`src/rtl/div_seq_if.sv`:
```
// Handshake and data bundle for the sequential divider.
// The master issues start with a/b; the slave returns q/r/dz with busy/done.
interface div_seq_if #(
    parameter int DW = 8,
    parameter int VW = 4
);
    logic          start;
    logic [DW-1:0] a;
    logic [VW-1:0] b;
    logic          busy;
    logic          done;
    logic [DW-1:0] q;
    logic [VW-1:0] r;
    logic          dz;

    modport master (
        output start, a, b,
        input  busy, done, q, r, dz
    );

    modport slave (
        input  start, a, b,
        output busy, done, q, r, dz
    );
endinterface

```
`src/rtl/div_seq.sv`:
```
// Sequential restoring divider: DW-bit dividend / VW-bit divisor.
// One quotient bit per cycle, with a start/busy/done handshake.
module div_seq #(
    parameter int DW = 8,
    parameter int VW = 4
) (
    input  logic     clk,
    input  logic     rst,
    div_seq_if.slave bus
);
    localparam int CW = $clog2(DW + 1);

    typedef enum logic [1:0] {IDLE, RUN, ZDIV, DONE} state_t;

    state_t        state_reg, state_next;
    logic [DW-1:0] a_reg;
    logic [VW-1:0] b_reg;
    logic [VW:0]   r_reg;
    logic [CW-1:0] cnt_reg;
    logic [DW-1:0] q_reg;
    logic [VW-1:0] rem_reg;
    logic          dz_reg;

    logic [VW:0]   shifted;
    logic [VW:0]   trial;
    logic          ge;
    logic [VW:0]   r_step;
    logic [DW-1:0] a_step;

    // The partial remainder stays below b, so its top bit is always zero
    // before the shift; that frees room for the incoming dividend bit.
    always_comb begin
        shifted = {r_reg[VW-1:0], a_reg[DW-1]};
        ge      = (shifted >= {1'b0, b_reg});
        trial   = shifted - {1'b0, b_reg};
        r_step  = ge ? trial : shifted;
        a_step  = {a_reg[DW-2:0], ge};
    end

    always_ff @(posedge clk) begin
        if (rst) state_reg <= IDLE;
        else     state_reg <= state_next;
    end

    always_comb begin
        state_next = state_reg;
        case (state_reg)
            IDLE: if (bus.start) state_next = (bus.b != '0) ? RUN : ZDIV;
            RUN:  if (cnt_reg == CW'(1)) state_next = DONE;
            ZDIV: state_next = DONE;
            DONE: state_next = IDLE;
            default: state_next = IDLE;
        endcase
    end

    always_ff @(posedge clk) begin
        if (rst) begin
            a_reg   <= '0;
            b_reg   <= '0;
            r_reg   <= '0;
            cnt_reg <= '0;
            q_reg   <= '0;
            rem_reg <= '0;
            dz_reg  <= 1'b0;
        end else begin
            case (state_reg)
                IDLE: begin
                    if (bus.start) begin
                        a_reg   <= bus.a;
                        b_reg   <= bus.b;
                        r_reg   <= '0;
                        cnt_reg <= CW'(DW);
                    end
                end
                RUN: begin
                    a_reg   <= a_step;
                    r_reg   <= r_step;
                    cnt_reg <= cnt_reg - CW'(1);
                    // Results are published only on the final step.
                    if (cnt_reg == CW'(1)) begin
                        q_reg   <= a_step;
                        rem_reg <= r_step[VW-1:0];
                        dz_reg  <= 1'b0;
                    end
                end
                ZDIV: begin
                    q_reg   <= '1;
                    rem_reg <= '1;
                    dz_reg  <= 1'b1;
                end
                default: ;
            endcase
        end
    end

    assign bus.busy = (state_reg != IDLE);
    assign bus.done = (state_reg == DONE);
    assign bus.q    = q_reg;
    assign bus.r    = rem_reg;
    assign bus.dz   = dz_reg;
endmodule

```
`src/flat_wrapper.sv`:
```
// flat-port wrapper written by rule: the top's interface ports become plain ports
module div_seq_flat 
#(
    parameter int DW = 8,
    parameter int VW = 4
)
  (clk, rst, bus_start, bus_a, bus_b, bus_busy, bus_done, bus_q, bus_r, bus_dz);
  div_seq_if #(.DW(DW), .VW(VW)) bus_i ();
  input  logic clk;
  input  logic rst;
  input wire logic [$bits(bus_i.start)-1:0] bus_start;
  input wire logic [$bits(bus_i.a)-1:0] bus_a;
  input wire logic [$bits(bus_i.b)-1:0] bus_b;
  output wire logic [$bits(bus_i.busy)-1:0] bus_busy;
  output wire logic [$bits(bus_i.done)-1:0] bus_done;
  output wire logic [$bits(bus_i.q)-1:0] bus_q;
  output wire logic [$bits(bus_i.r)-1:0] bus_r;
  output wire logic [$bits(bus_i.dz)-1:0] bus_dz;
  assign bus_i.start = bus_start;
  assign bus_i.a = bus_a;
  assign bus_i.b = bus_b;
  assign bus_busy = bus_i.busy;
  assign bus_done = bus_i.done;
  assign bus_q = bus_i.q;
  assign bus_r = bus_i.r;
  assign bus_dz = bus_i.dz;
  div_seq #(.DW(DW), .VW(VW)) u_core (.clk(clk), .rst(rst), .bus(bus_i));
endmodule
```
`config.mk`:
```
export PLATFORM = sky130hd
export DESIGN_NAME = div_seq_flat
export DESIGN_NICKNAME = d
export VERILOG_FILES = /design/src/rtl/div_seq_if.sv /design/src/rtl/div_seq.sv /design/src/flat_wrapper.sv
export SDC_FILE = /design/constraint.sdc
export NUM_CORES = 1
export LEC_CHECK = 0
export CELL_PAD_IN_SITES_DETAIL_PLACEMENT = 1
export CELL_PAD_IN_SITES_GLOBAL_PLACEMENT = 1
export CORE_MARGIN = 2
export CORE_UTILIZATION = 40
export DETAILED_ROUTE_END_ITERATION = 12
export PLACE_DENSITY = 0.83
export SLEW_MARGIN = 40
export SYNTH_ARGS = -nofsm -noshare
export SYNTH_HDL_FRONTEND = slang
export SYNTH_SLANG_ARGS = --single-unit
```
`constraint.sdc`:
```
create_clock -name clk -period 2.55 [get_ports clk]
set_input_delay 0.3825 -clock clk [delete_from_list [all_inputs] [get_ports clk]]
set_output_delay 0.3825 -clock clk [all_outputs]
set_load 0.02 [all_outputs]
```
After elaboration in Yosys (flattened, before gate mapping)
Index checks and enable logic that the tools add are counted.
- register bits: 35
- bits of input ports: 15
- output and inout port bits: 15
- word-level logic and storage cells: 43
- $add $sub $neg: 2
- magnitude comparators: 1
- equal/unequal tests: 6
- muxes and demuxes: 17
- reduce and logical (&&, ||, !) cells: 9
- operators with widths (operator ; number):
    $pmux 8 s2 ; 2
    $pmux 4 s2 ; 3
    $mux 4 ; 4
    $mux 8 ; 2
    $pmux 2 s4 ; 1
    $reduce_and 2->1 ; 4
    $mux 2 ; 3
    $reduce_bool 2->1 ; 3
    $ge 5x4->1 ; 1
    $eq 2x2->1 const B ; 2
    $eq 4x1->1 const B ; 1
    $reduce_bool 4->1 ; 1
    $sub 4x1->4 const B ; 1
    $sub 4x4->4 ; 1
    $eq 2x1->1 const B ; 1
    $logic_not 2->1 ; 1
    $ne 2x1->1 const B ; 1
    $ne 2x2->1 const B ; 1
    $pmux 1 s2 ; 1
    $mux 1 ; 1

Longest topological paths before layout
- word-level depth: 4
- depth in mapped cells: 8
- gate-level depth less buffers: 7

Worst setup path after synthesis
Ideal clock, no wire load.
- path kind: register -> register
- from: reg u_core.b_reg[2]
- to: reg u_core.rem_reg[0] (netlist: u_core.bus.r[0])
- setup time: 0.079 ns
- arrival time: 1.638 ns
- data required time: 2.471 ns
- path slack: 0.833 ns
- stages on the path, launching flop included: 8
- path buffers: 0
- path through: dfxtp_1 > inv_1 > ha_1 > or2_1 > a21boi_1 > a31oi_2 > mux2_4 > a211oi_2
- word-level cells in the longest chain between the ends: 4
- ends and longest elaborated chain (element ; RTL line ; source):
    from (decl) ; div_seq.sv:17 ; logic [VW-1:0] b_reg;
    from (signal assigned) ; div_seq.sv:70 ; b_reg <= bus.b;
    $ge 5x4->1 ; div_seq.sv:34 ; ge = (shifted >= {1'b0, b_reg});
    $mux 4 ; div_seq.sv:36 ; r_step = ge ? trial : shifted;
    $mux 4 ; div_seq.sv:80 ; if (cnt_reg == CW'(1)) begin
    $pmux 4 s2 ; div_seq.sv:66 ; case (state_reg)
    to (signal assigned) ; div_seq.sv:82 ; rem_reg <= r_step[VW-1:0];
    to (decl) ; div_seq.sv:21 ; logic [VW-1:0] rem_reg;
No other way between the ends. The select of a mux whose other input is x is not followed.
A chain may end at the register's enable or synchronous reset.

Final worst setup path
- from: reg u_core.state_reg[0]
- to: out bus_busy
- word-level cells in the longest chain between the ends: 1
- ends and longest elaborated chain (element ; RTL line ; source):
    from (decl) ; div_seq.sv:15 ; state_t state_reg, state_next;
    from (signal assigned) ; div_seq.sv:42 ; else state_reg <= state_next;
    $reduce_bool 2->1 ; div_seq.sv:96 ; assign bus.busy = (state_reg != IDLE);
    to (decl) ; flat_wrapper.sv:14 ; output wire logic [$bits(bus_i.busy)-1:0] bus_busy;
No other way between the ends.

==> metrics.txt <==
status finished, final reports clean; Vias 1543; Synthesized Nets 226; # diodes 0; Syn Inst Count 200; total negative slack 0 ps; Max-Cap Viols 0; Cell Pwr Density 1320 mW/mm^2; critical-path cell list inv_1, ha_1, inv_1, clkdlybuf4s50_1; Final Hold Viols 0; Core Region 0.00409 mm^2; FFs w/ async S/R, synth 0; Detail Placement HPWL 3.09 mm; worst vdd ir 0.667 mV; buffer count from post-CTS setup fixing 0; Crit path largest cell delay 610 ps; Resized cells post-CTS 0; worst r2r src u_core.b_reg[1]; Max Clock Freq 452 MHz; global route overflow 0; crit path max fanout 10; first-pass GRT wire length 7.69 mm; max-slew violations 0; relative slew slack 0.656; worst hold path class reg -> reg; CTS Buffer Depth 2; Critical path origin u_core.state_reg[0]; CP Launch Type flip-flop; CP top delay family buffers and inverters; worst skew pair latency 300 ps; Period Utilization, post-route 0.868; Num CTS Buffers 5; setup slack after layout 336 ps; crit end category output pin; Yosys Warn Count 0; GR Util met3 0.0577; Yosys top cell by area dfxtp_1; reg2reg setup slack 640 ps; hold bufs inserted after CTS 0; library cells used by synthesis 37; Buf+Inv Stages, Crit Path 3; slowest library cell on the worst path clkdlybuf4s50_1; largest net degree at the start of global routing 25; gr usage total 0.200; drt pass-1 iters 4; most frequent CP cell inv_1; commonest non-fill, non-tap cells in the layout nor2_1, dfxtp_1, clkdlybuf4s50_1; io pins 30; DR WL/cell 16.0 um; Reg2Reg Capture Point u_core.bus.r[0]; Post-synth EDFFs 0; crit path DAT 1830 ps; cells on worst reg2reg path 6; Clk pin slew, worst setup/hold paths 70 ps; RSZ-0062 raised after global routing no; GRT busiest layer met2; FP Rows 23; initial antenna violation count 0; min Tclk post-route 2210 ps; port buffer count 29; Post-layout nets 256; met2 Track Usage GR 0.332; effective utilization at floorplan 0.426; H-tree Lvls 2; fin util 0.540; register area share after synthesis 0.402; die height 70.0 um; Vias/cell 5.49; clock sinks 35; Static Leak 0.848 nW; # setup viols final 0; die area 0.00490 mm^2; post-synthesis register bit count 35; post-route antenna net violation count 0; DRC 0; placer congestion estimate 0.814; Root Buffer clkbuf_8; vias in the first global route 1595; WP depth 4; initial drt markers 63; pre-CTS WS 638 ps; Req. time, crit path 2170 ps; synthesis-to-finish area growth 26.7%; Setup CP Type reg -> out; global routing usage on met1 0.236; Syn Std Cell Area 0.00174 mm^2; CP Capture Point bus_busy; ys flop type dfxtp_1; Avg Inst Size Synth 8.71 um^2; CTS tree yes; Worst Max-Slew Pin Slew 511 ps; dominant cells by area after synthesis dfxtp_1, nor2_1, a211oi_1; Setup Skew 11.2 ps; Die Wd 70.0 um; share of the synthesized area in the top cell type 0.402; Total Wirelength 4.50 mm; share of cells above drive strength 1 0.0909
## worst min path at each step
stage | from | end | slack, ps | cells after the start
global route | u_core.b_reg[1] | u_core.b_reg[1] | 480 | 2
floorplan | u_core.r_reg[3] | u_core.r_reg[3] | 430 | 2
detailed placement | u_core.b_reg[2] | u_core.b_reg[2] | 460 | 2
global placement | u_core.b_reg[2] | u_core.b_reg[2] | 440 | 2
CTS | u_core.b_reg[1] | u_core.b_reg[1] | 470 | 2
finish | u_core.b_reg[1] | u_core.b_reg[1] | 460 | 2
## worst register-to-register path, cell delays in order (launching register included)
cell	delay (ps)
dfxtp_1	330
inv_1	80
ha_1	300
o21ai_0	130
a31oi_2	450
mux2_4	360
a211oi_2	200
## cell type report
type / count / area, um^2
Tap cell: 50 / 62.6
Timing Repair Buffer: 33 / 320
Multi-Input combinational cell: 142 / 937
Fill cell: 504 / 1880
Sequential cell: 35 / 701
Clock inverter: 3 / 67.6
Inverter: 13 / 48.8
Clock buffer: 5 / 68.8
## power breakdown
group	total [mW]	internal [mW]	switching, mW
clock	0.616	0.390	0.226
combinational	1.41	0.610	0.800
sequential	0.895	0.737	0.158
## layer usage
layer | part of all wire | wire length, um
met5 | 0 | 0
met4 | 0.034 | 154
met3 | 0.032 | 145
met2 | 0.47 | 2110
met1 | 0.46 | 2090
## logic make-up after synthesis
kind of cell             Yosys count  share of synthesized area
multiplexers                      13                     0.0776
AND/OR/NAND/NOR                   61                      0.149
flip-flops                        35                      0.402
adder cells (fa/ha/maj)           11                     0.0833
AO/OA/AOI/OAI                     56                      0.223
buffers and inverters             23                     0.0596
XOR/XNOR                           1                    0.00503
## stage by stage
step | hold WS (ps) | power (mW) | std cells | cell area (um^2)
after CTS | 467 | 2.95 | 281 | 2210
after global placement | 444 | 2.25 | 273 | 2070
after floorplan | 426 | 1.86 | 200 | 1740
after global routing | 476 | 3.14 | 281 | 2210
final | 463 | 2.92 | 281 | 2210
after detailed placement | 456 | 2.30 | 273 | 2070
## synthesized netlist by cell type (2+ instances only)
cell      count
dfxtp_1      35
buf_2         2
nor3_1        2
mux2i_1      12
inv_1        12
o32ai_2       2
ha_1         10
buf_4         2
nand2b_1      2
o22ai_1       7
clkbuf_1      4
nand3_1       5
nor2_1       35
nand2_1      13
a211oi_1     17
o21ai_0       9
a21oi_1      11
No activity file was read; power rests on OpenSTA's default activity.
